**config.mk**
```make
export PLATFORM = sky130hd
export DESIGN_NAME = ir_sequencer
export DESIGN_NICKNAME = d
export VERILOG_FILES = /design/src/rtl/ir_sequencer.sv
export SDC_FILE = /design/constraint.sdc
export NUM_CORES = 1
export LEC_CHECK = 0
export ABC_AREA = 1
export CAP_MARGIN = 20
export CORE_AREA = 2 2 73 103
export DETAILED_ROUTE_END_ITERATION = 6
export DIE_AREA = 0 0 75 105
export GPL_TIMING_DRIVEN = 0
export MAX_ROUTING_LAYER = met4
export PLACE_DENSITY = 0.77
export RECOVER_POWER = 50
export SYNTH_ARGS = -nofsm -noshare
export SYNTH_HDL_FRONTEND = slang
export SYNTH_SLANG_ARGS = --single-unit
```
**constraint.sdc**
```tcl
create_clock -name clk -period 2.05 [get_ports clk]
set_input_delay 0.41 -clock clk [delete_from_list [all_inputs] [get_ports clk]]
set_output_delay 0.41 -clock clk [all_outputs]
set_load 0.02 [all_outputs]
```
**src/rtl/ir_sequencer.sv**
```systemverilog
// IR proximity sequencer: pulses the emitter, converts left/right channels,
// and publishes a matched reading pair with hysteretic opening flags.
module ir_sequencer #(
  parameter int unsigned PERIOD    = 1024,
  parameter int unsigned SETTLE    = 64,
  parameter int unsigned TIMEOUT   = 256,
  parameter logic [2:0]  LFT_CHNL  = 3'd0,
  parameter logic [2:0]  RGHT_CHNL = 3'd4,
  parameter logic [11:0] OPN_THRES = 12'h200,
  parameter logic [11:0] HYST      = 12'h040
) (
  input  logic        clk,
  input  logic        rst,
  input  logic        enable,
  output logic        strt_cnv,
  output logic [2:0]  chnnl,
  input  logic        cnv_cmplt,
  input  logic [11:0] res,
  output logic        IR_en,
  output logic [11:0] lft_IR,
  output logic [11:0] rght_IR,
  output logic        lft_opn,
  output logic        rght_opn,
  output logic        en_fusion,
  output logic        IR_vld,
  output logic        fault
);

  localparam int PW = (PERIOD > 1) ? $clog2(PERIOD) : 1;
  localparam int SW = $clog2(SETTLE + 1);
  localparam int TW = $clog2(TIMEOUT + 1);

  localparam logic [PW-1:0] PER_LAST = PW'(PERIOD - 1);
  localparam logic [SW-1:0] SET_LAST = SW'(SETTLE - 1);
  localparam logic [TW-1:0] TMO_LAST = TW'(TIMEOUT - 1);
  localparam logic [11:0]   CLR_THRES = OPN_THRES + HYST;

  typedef enum logic [2:0] {
    S_IDLE,
    S_SETTLE,
    S_CNV_L,
    S_WAIT_L,
    S_CNV_R,
    S_WAIT_R,
    S_UPDATE
  } state_t;

  state_t        state;
  logic [PW-1:0] per_cnt;
  logic [SW-1:0] set_cnt;
  logic [TW-1:0] tmo_cnt;
  logic [11:0]   lft_raw;
  logic [11:0]   rght_raw;

  // Below the threshold sets, above threshold+hyst clears, between holds.
  function automatic logic opn_next(input logic [11:0] rd,
                                    input logic        cur);
    if (rd < OPN_THRES)
      return 1'b1;
    else if (rd > CLR_THRES)
      return 1'b0;
    else
      return cur;
  endfunction

  // Free-running measurement period, parked at zero while disabled.
  always_ff @(posedge clk) begin
    if (rst || !enable)
      per_cnt <= '0;
    else if (per_cnt == PER_LAST)
      per_cnt <= '0;
    else
      per_cnt <= per_cnt + 1'b1;
  end

  // Measurement sequence with registered handshake and publish outputs.
  always_ff @(posedge clk) begin
    if (rst) begin
      state     <= S_IDLE;
      set_cnt   <= '0;
      tmo_cnt   <= '0;
      strt_cnv  <= 1'b0;
      chnnl     <= '0;
      IR_en     <= 1'b0;
      lft_raw   <= '0;
      rght_raw  <= '0;
      lft_IR    <= '0;
      rght_IR   <= '0;
      lft_opn   <= 1'b0;
      rght_opn  <= 1'b0;
      en_fusion <= 1'b0;
      IR_vld    <= 1'b0;
      fault     <= 1'b0;
    end else begin
      IR_vld   <= 1'b0;
      strt_cnv <= 1'b0;
      unique case (state)
        S_IDLE: begin
          if (!enable)
            en_fusion <= 1'b0;
          if (enable && per_cnt == '0) begin
            state   <= S_SETTLE;
            IR_en   <= 1'b1;
            set_cnt <= '0;
          end
        end
        S_SETTLE: begin
          if (set_cnt == SET_LAST) begin
            state    <= S_CNV_L;
            strt_cnv <= 1'b1;
            chnnl    <= LFT_CHNL;
          end else begin
            set_cnt <= set_cnt + 1'b1;
          end
        end
        S_CNV_L: begin
          state   <= S_WAIT_L;
          tmo_cnt <= '0;
        end
        S_WAIT_L: begin
          if (cnv_cmplt) begin
            lft_raw  <= res;
            state    <= S_CNV_R;
            strt_cnv <= 1'b1;
            chnnl    <= RGHT_CHNL;
          end else if (tmo_cnt == TMO_LAST) begin
            fault     <= 1'b1;
            en_fusion <= 1'b0;
            IR_en     <= 1'b0;
            state     <= S_IDLE;
          end else begin
            tmo_cnt <= tmo_cnt + 1'b1;
          end
        end
        S_CNV_R: begin
          state   <= S_WAIT_R;
          tmo_cnt <= '0;
        end
        S_WAIT_R: begin
          if (cnv_cmplt) begin
            rght_raw <= res;
            state    <= S_UPDATE;
          end else if (tmo_cnt == TMO_LAST) begin
            fault     <= 1'b1;
            en_fusion <= 1'b0;
            IR_en     <= 1'b0;
            state     <= S_IDLE;
          end else begin
            tmo_cnt <= tmo_cnt + 1'b1;
          end
        end
        S_UPDATE: begin
          lft_IR    <= lft_raw;
          rght_IR   <= rght_raw;
          lft_opn   <= opn_next(lft_raw, lft_opn);
          rght_opn  <= opn_next(rght_raw, rght_opn);
          IR_vld    <= 1'b1;
          en_fusion <= 1'b1;
          fault     <= 1'b0;
          IR_en     <= 1'b0;
          state     <= S_IDLE;
        end
        default: state <= S_IDLE;
      endcase
    end
  end

endmodule

```
### Word level (Yosys, flattened, before mapping)

Index checks and enable logic that the tools add are counted.
W data, S select, Z words.

* reductions and logical operators: 26
* div/mod/pow operators: 0
* add/subtract/negate cells: 3
* bitwise logic cells: 0
* equality and inequality tests: 17
* mux-type cells: 32
* multipliers: 0
* $lt $le $gt $ge: 4
* shift operators: 0

Operator list (count)
* $gt A12 B10 Y1 const B: 2
* $lt A12 B10 Y1 const B: 2
* $mux W3: 7
* $mux W9: 2
* $pmux W3 S6: 1
* $pmux W9 S2: 1
* $mux W7: 2
* $ne A2 B2 Y1 const B: 7
* $pmux W7 S2: 1
* $mux W1: 13
* $reduce_and A3 Y1: 4
* $reduce_bool A2 Y1: 6
* $add A10 B1 Y10 const B: 1
* $eq A10 B10 Y1 const B: 1
* $logic_not A10 Y1: 1
* $reduce_and A2 Y1: 5
* $add A9 B1 Y9 const B: 1
* $eq A3 B3 Y1 const B: 3
* $eq A9 B8 Y1 const B: 1
* $reduce_and A4 Y1: 2
* $add A7 B1 Y7 const B: 1
* $eq A7 B6 Y1 const B: 1
* $eq A3 B2 Y1 const B: 2
* $pmux W1 S3: 2
* other kinds (10): 13

* logic and storage cells: 98
* bits in read-only memories: 0
* latch bits: 0
* memory bits (writable): 0
* memories: 0
* register bits after elaboration: 87

### Depth between registers and ports, before layout

Gate-level depths: netlist (run 1).

* depth after elaboration: 4
* gate-level depth with buffers: 12
* gate-level depth less buffers: 12

### Worst setup path after synthesis (run 1)

Ideal clock, no wire load.

* path type: reg-to-reg
* start point: register tmo_cnt[0]
* end point: register tmo_cnt[7]
* path buffers: 1
* slack: 0.220 ns
* stages on the path, launching flop included: 12
* library setup time: 0.115 ns
* data arrival time: 1.715 ns
* path through: dfxtp_1 ha_1 nand2_1 nor3_1 and3_1 ha_1 o21ai_2 nand2_4 inv_4 buf_6 a21oi_1 nor2_1

* cells in the longest elaborated chain, start to end: 4
* elaborated cells between the ends (all ways): 7
* those cells by class: add/sub (1); eq/ne (2); mux (3); reduce/logical (1)

RTL lines
* start, declared: RTL line 51 `logic [TW-1:0] tmo_cnt;`
* start signal, assigned: RTL line 132 `tmo_cnt <= tmo_cnt + 1'b1;`
* start signal, assigned: RTL line 149 `tmo_cnt <= tmo_cnt + 1'b1;`
* $add A9 B1 Y9: RTL line 132, 149
* $mux W9: RTL line 126, 143
* $mux W9: RTL line 140 `if (cnv_cmplt) begin`
* $pmux W9 S2: RTL line 97 `unique case (state)`

Several ways; a longest one is shown, not always the timed one. The select of a mux whose other input is x is not followed.
A chain may end at the register's enable or synchronous reset.

### Final worst setup path (run 1)

* start point: register tmo_cnt[0]
* end point: register tmo_cnt[0]

The elaborated chain is that of the path after synthesis.

==> run metrics, run 1 <==
number of flops mapped to enable cells by yosys 0; DR vias/cell 5.14; min cycle time layout 1.99 ns; P_leak 0.00176 uW; area grow syn2layout 21.9%; Final Power 3420 uW; synth warn 0; clock sink total 85; post-synthesis sequential area ratio 0.468; final WL 8.35 mm; f_max 503 MHz; largest net degree at the start of global routing 17; Final ANT Viol Nets 0; biggest area consumer among synthesized cells dfxtp_1; Final Worst Setup Slack 0.0618 ns; synthesized area per cell 7.54 um^2; detailed-route via count 3297; Final GP Congestion 0.881; Slew Limit Headroom 0.615; library cells used by synthesis 38; status complete, no violations; share of the synthesized area in the top cell type 0.468; Post-Syn Area 0.00363 mm^2; Worst R2R Path Depth 10; core box area 0.00689 mm^2; Main synth FF type dfxtp_1; critical path capture point type register; # H-tree levels 3; first-pass GRT wire length 13.8 mm; Area contributors post-synth dfxtp_1 (47%), nand2_1 (8.0%), nor2_1 (7.2%); row cnt 36; initial antenna violation count 0; Worst-path clk slew 0.10 ns; Final HPWL DP 6.13 mm; period utilisation layout 0.970; WP depth 10; Starting Density 0.527; design area 0.00443 mm^2; DIE HEIGHT 105 um; WHS 0.471 ns; FF+latch area 0.00170 mm^2; Cell Int Power 2400 uW; TritonCTS clock tree built; WL/cell 13.0 um; commonest cells in the synthesized netlist dfxtp_1 (85), nand2_1 (77), nor2_1 (70); Final #Nets 563; Sw Share 0.299; DIE AREA 0.00788 mm^2; worst hold path type reg -> reg; # diodes 0; slowest stage delay, CP 0.37 ns; slowest CP cell dfxtp_2; multi-input logic area 0.00165 mm^2; crit-path cells ha_2, nand2_1, nor3_2, and3_4, ha_4, o21ai_2, nand2_4, inv_4, buf_6, a211oi_1; Worst IR Drop VDD 536 uV; Post-Syn Instances 482; delay-heaviest family, CP simple AND/OR/NAND/NOR gates; Worst Path Buf+Inv 2; Placed Instance Area 0.00423 mm^2; Max-cap violations 0; Max clock buf depth 2; clock network fraction of total power 0.333; pwr/cell area 772 mW/mm^2; vias in the first global route 3166; worst slew pin tran 0.572 ns; IO Pins 50; Post-synth ARST share 0; Critical Path AT 2.25 ns; Initial DRC Count 193; clk_skew 0.0132 ns; final hold viol count 0; Total GRT Usage 0.233; clk_lat worst skew 0.37 ns; CP Launch Type register; Die Width 75 um; Setup TNS 0 ns; Psw 1020 uW; Comb power frac 0.153; Final setup viols 0; Root Buffer Master clkbuf_8; CP max FO 10; kind of critical path reg -> reg; CTS buffer count 9; PortBufs 47; Placement Setup Slack -0.0213 ns; Critical Path RT 2.31 ns; drt first pass iters 5; GRT overflow 0; Synth Register Bits 85; hold path cells 2; count leader, synth dfxtp_1; fillers 620; Post-route DRC 0; Reg power frac 0.514; setup slack, reg-to-reg 0.06 ns; layout cells sized above 1 0.0932; Max Slew Vio Count 0; hold_buf cts 0
[worst paths after layout]
kind	endpoint	startpoint
worst min-delay path	rght_IR[4]	rght_raw[4]
worst min register to register	rght_IR[4]	rght_raw[4]
worst max register to register	tmo_cnt[0]	tmo_cnt[0]
worst max-delay path	tmo_cnt[0]	tmo_cnt[0]
[routing by layer]
metal  vias up  track usage  routed length, um
met5         -            -                  0
met4         0        0.122                175
met3        13       0.0511                360
met2        81        0.387               4380
met1      1511        0.252               3430
li1       1692            -                  -
[flip-flops by register name (all words and copies together), names as in the netlist, 3 cells and up]
name	flops
rght_IR	12
state	3
tmo_cnt	9
per_cnt	10
lft_raw	12
set_cnt	7
rght_raw	12
lft_IR	12
[power groups by stage]
stage / clock [uW] / combinational (uW) / sequential, uW
2_1_floorplan: 0 / 349 / 1800
3_3_place_gp: 0 / 506 / 1790
3_5_place_dp: 0 / 513 / 1790
4_1_cts: 1150 / 521 / 1750
5_1_grt: 1230 / 585 / 1770
6_report: 1140 / 524 / 1760
[stage by stage]
step / utilization / cells
floorplan: - / 483
global placement: 0.613 / 625
detailed placement: 0.613 / 625
global route: 0.643 / 642
finish: 0.643 / 642
CTS: 0.643 / 641
[worst reg2reg max path: stages (launching register included)]
cell,delay (ns)
dfxtp_2,0.37
ha_2,0.21
nand2_1,0.08
nor3_2,0.24
and3_4,0.24
ha_4,0.15
o21ai_2,0.09
nand2_4,0.11
inv_4,0.05
buf_6,0.13
a211oi_1,0.22
[placed cells by master (no fill, tap or decap), types with 4 or more instances in the layout]
cell | netlist | routed
dfxtp_1 | 85 | 83
nand2_1 | 77 | 79
nor2_1 | 70 | 71
nand3_1 | 51 | 51
inv_1 | 47 | 49
clkdlybuf4s50_1 | 0 | 45
o21ai_0 | 42 | 42
a21oi_1 | 29 | 29
nor3_1 | 13 | 12
clkbuf_8 | 0 | 10
clkbuf_1 | 3 | 6
buf_4 | 5 | 5
nor2_4 | 5 | 4
inv_6 | 0 | 4
[cells by family (layout without fill, tap and decap cells)]
family | Yosys count | in the layout | share of synthesized area
AND/OR/NAND/NOR | 237 | 237 | 0.295
adder cells (fa/ha/maj) | 5 | 5 | 0.0172
other | 1 | 2 | 0.00103
flip-flops | 85 | 85 | 0.468
AO/OA/AOI/OAI | 84 | 84 | 0.131
buffers and inverters | 68 | 132 | 0.0826
XOR/XNOR | 2 | 2 | 0.00482
[layout make-up]
class | instances | area share
sequential | 85 | 0.385
multi-input combinational | 330 | 0.372
timing repair buffer | 48 | 0.108
inverter | 52 | 0.0449
clock buffer | 10 | 0.0311
tap | 95 | 0.0268
buffer | 16 | 0.0206
clock inverter | 6 | 0.0116
[timing repair]
item	4_1_cts	5_1_grt
pin swaps	0	3
resized for setup	2	6
setup endpoints to repair	8	11
setup buffers	0	1
No activity file was read; power rests on OpenSTA's default activity.
==> run 2, diff against run 1 <==
--- a/config.mk
+++ b/config.mk
@@ -8,12 +8,14 @@
 export ABC_AREA = 1
 export CAP_MARGIN = 20
 export CORE_AREA = 2 2 73 103
+export CTS_CLUSTER_SIZE = 28
 export DETAILED_ROUTE_END_ITERATION = 6
 export DIE_AREA = 0 0 75 105
 export GPL_TIMING_DRIVEN = 0
 export MAX_ROUTING_LAYER = met4
 export PLACE_DENSITY = 0.77
 export RECOVER_POWER = 50
+export SETUP_SLACK_MARGIN = 0.5
 export SYNTH_ARGS = -nofsm -noshare
 export SYNTH_HDL_FRONTEND = slang
 export SYNTH_SLANG_ARGS = --single-unit
==> run metrics, run 2 (synthesis results as in run 1) <==
layout cells sized above 1 0.174; kind of critical path reg -> reg; largest net degree at the start of global routing 17; slowest stage delay, CP 0.36 ns; CTS buffer count 9; clk_lat worst skew 0.37 ns; RSZ-0062 raised after global routing yes; worst hold path type reg -> reg; WL/cell 13.9 um; design area 0.00481 mm^2; detailed-route via count 3506; drt first pass iters 4; IO Pins 50; Starting Density 0.527; TritonCTS clock tree built; Worst IR Drop VDD 469 uV; min cycle time layout 1.81 ns; P_leak 0.00214 uW; Placed Cells 625; delay-heaviest family, CP compound AO/OA/AOI/OAI gates; Layout Cells excl Fill 670; busiest grt layer met2; DIE HEIGHT 105 um; Placed Instance Area 0.00430 mm^2; CP max FO 7; Placement Setup Slack -0.0765 ns; # H-tree levels 3; worst slew pin tran 0.551 ns; status complete, no violations; core box area 0.00689 mm^2; first-pass GRT wire length 14.5 mm; Critical Path RT 2.31 ns; pwr/cell area 755 mW/mm^2; Final GP Congestion 0.881; M1 GR Usage 0.272; Initial DRC Count 290; Worst-path clk slew 0.09 ns; clk_skew 0.0126 ns; Slew Limit Headroom 0.632; Final #Nets 591; met3 Track Usage GR 0.0521; Final Worst Setup Slack 0.243 ns; routing usage on met2 0.409; initial antenna violation count 0; critical path capture point type register; Post-route DRC 0; Max Slew Vio Count 0; commonest non-fill, non-tap cell in the layout dfxtp_1; Final ANT Viol Nets 0; period utilisation layout 0.882; DR vias/cell 5.23; area grow syn2layout 32.4%; Max clock buf depth 2; row cnt 36; # diodes 0; crit-path cells ha_4, nand2_4, nor3_4, and3_4, ha_4, o21ai_4, nand2_4, o21ai_4, buf_4, a211oi_2; Critical Path AT 2.07 ns; Root Buffer Master clkbuf_8; final hold viol count 0; vias in the first global route 3257; Final HPWL DP 6.20 mm; f_max 553 MHz; Worst Path Buf+Inv 1; commonest cells after routing, fill and taps aside dfxtp_1 (80), nand2_1 (74), nor2_1 (71), inv_1 (49), nand3_1 (48); GRT overflow 0; Final setup viols 0; DIE AREA 0.00788 mm^2; CP Launch Type register; Die Width 75 um; clock sink total 85; Total GRT Usage 0.243; slowest CP cell dfxtp_4; PortBufs 47; final WL 9.30 mm; Setup TNS 0 ns; Max-cap violations 0; hold_buf cts 0
[run 2: cell count changes in the layout (fill, tap and decap cells not counted), moves of 3 or more]
| cell | previous run | this run |
|---|---|---|
| dlygate4sd2_1 | 0 | 32 |
| buf_4 | 5 | 28 |
| nand2_4 | 1 | 5 |
| nand2_1 | 79 | 74 |
| dfxtp_1 | 83 | 80 |
| a21oi_2 | 1 | 6 |
| o21ai_0 | 42 | 38 |
| nand3_1 | 51 | 48 |
| clkdlybuf4s50_1 | 45 | 12 |
| a21oi_1 | 29 | 24 |
[run 2: area by class of cell]
class | count | area (um^2)
fillers | 597 | 2080
inverters | 52 | 201
clock inverters | 6 | 53.8
well taps | 95 | 119
plain buffers | 16 | 105
multi-input cells | 331 | 1810
flip-flops and latches | 85 | 1710
repair buffers | 75 | 668
clock buffers | 10 | 138
[run 2: worst register-to-register path: stages, from the launching register on]
cell and delay, ns:
dfxtp_4 0.36, ha_4 0.17, nand2_4 0.06, nor3_4 0.04
and3_4 0.16, ha_4 0.16, o21ai_4 0.18, nand2_4 0.11
o21ai_4 0.26, buf_4 0.16, a211oi_2 0.03
[run 2: worst paths after layout]
kind,start,endpoint,slack (ns),depth (start not counted)
min,per_cnt[0],per_cnt[0],0.45,1
max reg2reg,tmo_cnt[0],tmo_cnt[8],0.24,10
min reg2reg,per_cnt[0],per_cnt[0],0.45,1
max,tmo_cnt[0],tmo_cnt[8],0.24,10
[run 2: repair_timing]
| action | in CTS | in global routing |
|---|---|---|
| buffers inserted | 12 | 15 |
| endpoints found under the setup margin | 78 | 48 |
| pin swaps | 14 | 12 |
| cloned | 1 | 1 |
| resized for setup | 47 | 30 |
[run 2: power by group]
part	switching [uW]	internal [uW]
clock	676	495
sequential	59.6	1710
combinational	391	297
total	1130	2510
[run 2: stage by stage]
| stage | utilization | total power [uW] | hold WS (ns) |
|---|---|---|---|
| 2_1_floorplan | - | 2170 | 0.435 |
| 3_3_place_gp | 0.624 | 2320 | 0.451 |
| 3_5_place_dp | 0.624 | 2330 | 0.456 |
| 4_1_cts | 0.669 | 3530 | 0.470 |
| 5_1_grt | 0.698 | 3800 | 0.469 |
| 6_report | 0.698 | 3630 | 0.446 |
[run 2: routing by layer]
| layer | vias up | share of wire |
|---|---|---|
| met1 | 1655 | 0.40 |
| met4 | 0 | 0.019 |
| met3 | 20 | 0.037 |
| li1 | 1752 | - |
| met5 | - | 0 |
| met2 | 79 | 0.55 |
